## config.mk

```make
export PLATFORM = sky130hd
export DESIGN_NAME = frame_timing_ctrl
export DESIGN_NICKNAME = d
export VERILOG_FILES = /design/src/rtl/frame_timing_ctrl.sv
export SDC_FILE = /design/constraint.sdc
export NUM_CORES = 1
export LEC_CHECK = 0
export BUFFER_PORTS_ARGS = -buffer_cell sky130_fd_sc_hd__buf_2
export CAP_MARGIN = 20
export CELL_PAD_IN_SITES_DETAIL_PLACEMENT = 0
export CELL_PAD_IN_SITES_GLOBAL_PLACEMENT = 1
export CORE_MARGIN = 5
export CORE_UTILIZATION = 35
export DETAILED_ROUTE_END_ITERATION = 6
export GPL_ROUTABILITY_DRIVEN = 1
export PLACE_DENSITY_LB_ADDON = 0.15
export REMOVE_ABC_BUFFERS = 1
export SETUP_SLACK_MARGIN = 0.3
export SLEW_MARGIN = 20
export SYNTH_ARGS = -nofsm -noshare
export SYNTH_HDL_FRONTEND = slang
export SYNTH_SLANG_ARGS = --single-unit
```

## constraint.sdc

```tcl
create_clock -name clk -period 2.53 [get_ports clk]
set_input_delay 0.253 -clock clk [delete_from_list [all_inputs] [get_ports clk]]
set_output_delay 0.253 -clock clk [all_outputs]
set_load 0.02 [all_outputs]
```

## src/rtl/frame_timing_ctrl.sv

```systemverilog
// frame_timing_ctrl: frame/line timing scheduler ahead of the pattern Control FSM.
// Generates f_sync/sync/endLine/endFrame strobes, paces pixels against a
// downstream ready, inserts horizontal blanking, and latches Mode per frame.
// Optional feature: define CONTINUOUS_EN for back-to-back frames (only abort
// returns to IDLE); the default build runs one frame per accepted start.
module frame_timing_ctrl #(
  parameter int PIX_PER_LINE    = 1290,
  parameter int LINES_PER_FRAME = 4,
  parameter int HBLANK          = 8,
  parameter int PIX_W           = 11,
  parameter int LINE_W          = 8
) (
  input  logic              clk,
  input  logic              rst_n,
  input  logic              start,
  input  logic              abort,
  input  logic [2:0]        mode_in,
  input  logic              ready,
  output logic              f_sync,
  output logic              sync,
  output logic              endLine,
  output logic              endFrame,
  output logic              pix_valid,
  output logic [PIX_W-1:0]  pix_cnt,
  output logic [LINE_W-1:0] line_cnt,
  output logic [2:0]        Mode,
  output logic              busy,
  output logic              mode_err
);

  localparam int BLANK_W = (HBLANK > 1) ? $clog2(HBLANK) : 1;

  typedef enum logic [1:0] {
    S_IDLE   = 2'd0,
    S_FSYNC  = 2'd1,
    S_LINE   = 2'd2,
    S_HBLANK = 2'd3
  } state_t;

  state_t              state_reg, state_next;
  logic [PIX_W-1:0]    pix_cnt_reg, pix_cnt_next;
  logic [LINE_W-1:0]   line_cnt_reg, line_cnt_next;
  logic [BLANK_W-1:0]  blank_cnt_reg, blank_cnt_next;
  logic [2:0]          mode_reg, mode_next;
  logic                mode_err_reg, mode_err_next;

  logic last_pix;
  logic last_line;
  logic last_blank;
  logic line_done;

  assign last_pix   = (pix_cnt_reg == PIX_W'(PIX_PER_LINE - 1));
  assign last_line  = (line_cnt_reg == LINE_W'(LINES_PER_FRAME - 1));
  assign last_blank = (blank_cnt_reg == BLANK_W'(HBLANK - 1));
  // The final beat of a line is only real when it is accepted; abort wins over it.
  assign line_done  = (state_reg == S_LINE) && ready && last_pix && !abort;

  // State and datapath registers.
  always_ff @(posedge clk or negedge rst_n) begin
    if (!rst_n) begin
      state_reg     <= S_IDLE;
      pix_cnt_reg   <= '0;
      line_cnt_reg  <= '0;
      blank_cnt_reg <= '0;
      mode_reg      <= '0;
      mode_err_reg  <= 1'b0;
    end else begin
      state_reg     <= state_next;
      pix_cnt_reg   <= pix_cnt_next;
      line_cnt_reg  <= line_cnt_next;
      blank_cnt_reg <= blank_cnt_next;
      mode_reg      <= mode_next;
      mode_err_reg  <= mode_err_next;
    end
  end

  // Next-state and counter update; abort overrides everything except Mode.
  always_comb begin
    state_next     = state_reg;
    pix_cnt_next   = pix_cnt_reg;
    line_cnt_next  = line_cnt_reg;
    blank_cnt_next = blank_cnt_reg;
    mode_next      = mode_reg;
    mode_err_next  = 1'b0;
    if (abort) begin
      state_next     = S_IDLE;
      pix_cnt_next   = '0;
      line_cnt_next  = '0;
      blank_cnt_next = '0;
    end else begin
      case (state_reg)
        S_IDLE: begin
          if (start) begin
            if (mode_in != 3'd0) state_next    = S_FSYNC;
            else                 mode_err_next = 1'b1;
          end
        end
        S_FSYNC: begin
          mode_next      = mode_in;
          pix_cnt_next   = '0;
          line_cnt_next  = '0;
          blank_cnt_next = '0;
          state_next     = S_LINE;
        end
        S_LINE: begin
          if (ready) begin
            if (last_pix) begin
              pix_cnt_next   = '0;
              blank_cnt_next = '0;
              if (last_line) begin
                line_cnt_next = '0;
`ifdef CONTINUOUS_EN
                state_next    = S_FSYNC;
`else
                state_next    = S_IDLE;
`endif
              end else begin
                state_next    = S_HBLANK;
              end
            end else begin
              pix_cnt_next = pix_cnt_reg + PIX_W'(1);
            end
          end
        end
        S_HBLANK: begin
          if (last_blank) begin
            blank_cnt_next = '0;
            line_cnt_next  = line_cnt_reg + LINE_W'(1);
            state_next     = S_LINE;
          end else begin
            blank_cnt_next = blank_cnt_reg + BLANK_W'(1);
          end
        end
        default: state_next = S_IDLE;
      endcase
    end
  end

  // Strobes decode from the registered state; end-of-line also needs the accepting ready.
  assign f_sync    = (state_reg == S_FSYNC) && !abort;
  assign sync      = ((state_reg == S_FSYNC) ||
                      ((state_reg == S_HBLANK) && last_blank)) && !abort;
  assign endLine   = line_done;
  assign endFrame  = line_done && last_line;
  assign pix_valid = (state_reg == S_LINE);
  assign busy      = (state_reg != S_IDLE);
  assign pix_cnt   = pix_cnt_reg;
  assign line_cnt  = line_cnt_reg;
  assign Mode      = mode_reg;
  assign mode_err  = mode_err_reg;

endmodule

```

Word level (Yosys, flattened, before mapping) --
Index checks and enable logic that the tools add are counted.
Storage, ports and cells: flip-flop bits (word level) 28, latch bits 0, RAM bits 0, ROM bits 0, input port bits 8, output and inout bits 29, word-level logic and storage cells 68, memories kept 0
Operators by class: $add $sub $neg 3, multiply operators 0, div/mod/pow operators 0, $lt $le $gt $ge 0, eq/ne operators 12, shifts and indexed selects 0, mux-type cells 27, bitwise logic cells 1, reduce and logical (&&, ||, !) cells 19
Operators by type and width (number):
- $mux W8 | 5
- $mux W11 | 3
- $pmux W8 S3 | 1
- $pmux W11 S2 | 1
- $mux W2 | 7
- $mux W3 | 4
- $ne A3 B3 Y1 const B | 4
- $add A11 B1 Y11 const B | 1
- $eq A11 B11 Y1 const B | 1
- $reduce_and A5 Y1 | 2
- $pmux W3 S3 | 1
- $add A8 B1 Y8 const B | 1
- $eq A8 B2 Y1 const B | 1
- $pmux W2 S4 | 1
- $logic_and A1 B1 Y1 | 7
- $ne A3 B2 Y1 const B | 2
- $reduce_bool A3 Y1 | 2
- $eq A2 B2 Y1 const B | 2
- $mux W1 | 4
- $reduce_and A2 Y1 | 2
- $reduce_bool A4 Y1 | 1
- $add A3 B1 Y3 const B | 1
- $eq A3 B3 Y1 const B | 1
- $reduce_and A3 Y1 | 1
- other kinds (6) | 6

Logic depth before layout (Yosys ltp) --
depth after elaboration 6, depth in mapped cells 6, depth with buffers taken out 6

Worst setup path after synthesis --
OpenSTA, ideal clock, no wires.
path kind reg-to-output, start register pix_cnt_reg[6] (netlist: pix_cnt[6]), end output endFrame, arrival time 1.784 ns, required time 2.277 ns, slack 0.493 ns, cell stages (with the launch flop) 5, buffers on the path 0, cells stage by stage dfrtp_1 or4b_4 nor4_1 nand2_1 nor2_1
On the way: longest elaborated chain between the ends 4
Ends and longest elaborated chain:
- from (decl) | RTL line 41 | logic [PIX_W-1:0] pix_cnt_reg, pix_cnt_next;
- from (signal assigned) | RTL line 69 | pix_cnt_reg <= pix_cnt_next;
- $eq A11 B11 Y1 | RTL line 52 | assign last_pix = (pix_cnt_reg == PIX_W'(PIX_PER_LINE - 1));
- $logic_and A1 B1 Y1 (2 in a row) | RTL line 56 | assign line_done = (state_reg == S_LINE) && ready && last_pix && !abort;
- $logic_and A1 B1 Y1 | RTL line 144 | assign endFrame = line_done && last_line;
- to (decl) | RTL line 22 | output logic endFrame,
Every way passes these cells.

Final worst setup path --
start register pix_cnt_reg[4] (netlist: pix_cnt[4]), end output endFrame
The elaborated chain is that of the path after synthesis.

==> impl_metrics.py <==
metrics = {
    "status": {
        "outcome": "finished, violations left",
        "violations": "hold timing",
    },
    "critical_path": {
        "critical_path_class": "flop to output pin",
        "cp-end-kind": "output pin",
        "cp.required_ps": 2280,
        "r2r-end": "line_cnt[2]",
        "crit_fanout": 4,
        "crit_end": "endFrame",
        "r2r-start": "line_cnt[1]",
        "cp-startpoint": "pix_cnt[4]",
        "reg2reg_setup_slack_ps": 640,
        "crit_arrival_ps": 1850,
        "rr_worst_depth": 5,
        "startpoint_type": "flop",
    },
    "power": {
        "ir_worst_vdd_v": 0.000238,
        "powerDensity_nw_per_um2": 459,
        "p_leak_nw": 0.899,
    },
    "floorplan": {
        "num_io_pins": 37,
        "core_area_sq_um": 4410,
        "row_count": 24,
        "floorplan.initialDensity_pct": 36.5,
        "die_w_um": 77.9,
        "die_h_um": 77.9,
        "dieArea_sq_um": 6060,
    },
    "placement": {
        "place_congestion": 0.754,
        "place_hpwl_um": 2890,
        "portBuffers": 36,
        "placed_cell_area_sq_um": 1850,
    },
    "synth": {
        "yosysMostFrequentCell": "dfrtp_1",
        "netlist_area_sq_um": 1610,
        "yosys_register_bits": 28,
        "synth_edf_count": 0,
        "synth_area_leaders": "dfrtp_1 (43%), ha_1 (3.9%), inv_1 (3.5%), nand2_1 (3.0%), a21oi_1 (2.2%)",
        "syn_avg_cell_area_sq_um": 9.71,
        "yosysTopAreaCell": "dfrtp_1",
        "synth_cell_types": 48,
        "yosysTopAreaCellShare_pct": 43.5,
        "ys.warnings.count": 0,
        "yosys_most_used_dff": "dfrtp_1",
        "async_reset_ff_share_pct": 100,
        "ys_seq_area_share_pct": 43.5,
        "netlist_top_cells_count": "dfrtp_1 (28), inv_1 (15), nand2_1 (13), nor2_1 (9)",
        "netlist_instances": 166,
    },
    "grt": {
        "antenna_found_initial": 0,
        "first_global_vias": 1433,
        "grt_max_degree": 29,
        "grt_pass1_wl_um": 6720,
        "grt_usage_pct": 13.5,
        "overflow": 0,
    },
    "cells_and_area": {
        "num-nets-final": 222,
        "syn_to_final_growth_pct": 22.5,
        "final_cell_area_sq_um": 1970,
        "nFillCells": 432,
        "largest_reg_flops": 11,
        "antenna_cells": 0,
        "final_core_util_pct": 44.7,
        "final_layout_size_suffix_gt1_share_pct": 30.3,
    },
    "sta": {
        "fin_crit_ps": 2100,
        "fmax_mhz": 475,
        "timing.hold.ws_ps": -7.27,
        "slew_headroom_pct": 51.5,
        "worst_slew_pin_slew_ps": 716,
        "grt_setup_unrepaired": "yes",
        "finalHoldViolCount": 28,
        "tns_ps": 0,
        "finalSetupViolCount": 0,
        "finalCritPeriodShare_pct": 83.1,
        "skew_ps": 2.99,
        "final_max_slew_viol_count": 0,
    },
    "detailed_routing": {
        "drt_pass1_iterations": 6,
        "antenna_left": 0,
        "num_vias": 1431,
        "post_drt_wl_per_cell_um": 15.5,
        "drc": 0,
        "drt-initial-drc-count": 48,
        "routed_wl_um": 4030,
        "vias_per_cell": 5.50,
    },
    "job": {
        "cap_viol_max_count": 0,
    },
    "clock_network": {
        "clockBufferDepth": 2,
        "cts.sinks": 28,
        "cts_tree": "done",
        "clk_pin_slew_ps": 100,
        "numCtsBuffers": 3,
        "cts-root-buf": "clkbuf_8",
        "worstSkewPairLatency_ps": 270,
        "h-tree-depth": 1,
    },
    "hold_path": {
        "hold_class": "primary input to async pin",
    },
}
==> per-stage QoR <==
step                std cells  total power, W  setup WS [ps]
global placement          251        0.000628            545
detailed placement        251        0.000631            458
floorplan                 162        0.000572            493
finish                    260        0.000907            427
global route              260        0.000948            298
CTS                       259        0.000917            320
==> timing repair <==
action,4_1_cts,5_1_grt
hold endpoints to repair,0,0
setup buffers,4,1
hold buffers,0,0
pin swaps,0,1
gates resized for setup,4,6
setup endpoints to repair,2,2
==> cells by family (layout without fill, tap and decap cells) <==
kind of cell,count (synthesis),count (layout),synth area share (%)
adders and majority gates,5,5,3.88
AOI/OAI and AO/OA,39,39,18.3
muxes,5,5,3.34
DFF,28,28,43.5
xor gates and xnor gates,1,1,0.544
and+or+nand+nor,69,69,25.8
buffers and inverters,19,61,4.66
==> critical path: stages, from the launching register on <==
cell,delay [ps]
dfrtp_1,410
or4b_4,600
nor4_4,180
nand2_1,120
nor2_2,130
buf_4,140
==> layer usage <==
metal	share of wire (%)	wire, um	global-route usage [%]	up-vias
met5	0	0	0	-
met2	48	1940	22.5	32
met3	3.6	145	2.31	2
met4	0.37	15	3.09	0
met1	48	1930	18.1	693
li1	-	-	-	704
==> cells in the final DEF, fill, tap and decap left out, types with 4 or more instances in the layout <==
cell type	instances
ha_1	4
buf_2	35
a22o_1	4
nor2_1	8
buf_4	7
a21oi_1	7
nand3_1	6
nand2_1	13
inv_1	15
nand2b_1	4
dfrtp_1	26
clkbuf_8	4
or4_1	4
o21ai_0	5
nor3_1	6
==> report_power, final <==
group | switching, W | leakage [nW] | internal (W)
clock network | 0.000146 | 0.0288 | 0.000139
registers | 0.0000176 | 0.380 | 0.000467
logic | 0.0000862 | 0.491 | 0.0000504
==> layout make-up <==
cell class,instances,area (sq um),share of cell area [%]
Multi-Input combinational cell,119,867,43.9
Tap cell,52,65.1,3.30
Inverter,15,56.3,2.85
Clock buffer,4,55.1,2.79
Timing Repair Buffer,42,228,11.5
Sequential cell,28,703,35.6
==> worst min path at each step <==
stage          cells after the start               end  slack, ps
6_report                           1        pix_cnt[0]         -7
3_3_place_gp                       1        pix_cnt[1]        320
3_5_place_dp                       1  blank_cnt_reg[1]        330
4_1_cts                            1       line_cnt[5]         20
2_1_floorplan                      0           Mode[0]        -40
5_1_grt                            1       line_cnt[7]         50
Note: power is estimated with default switching activity, not from simulation.
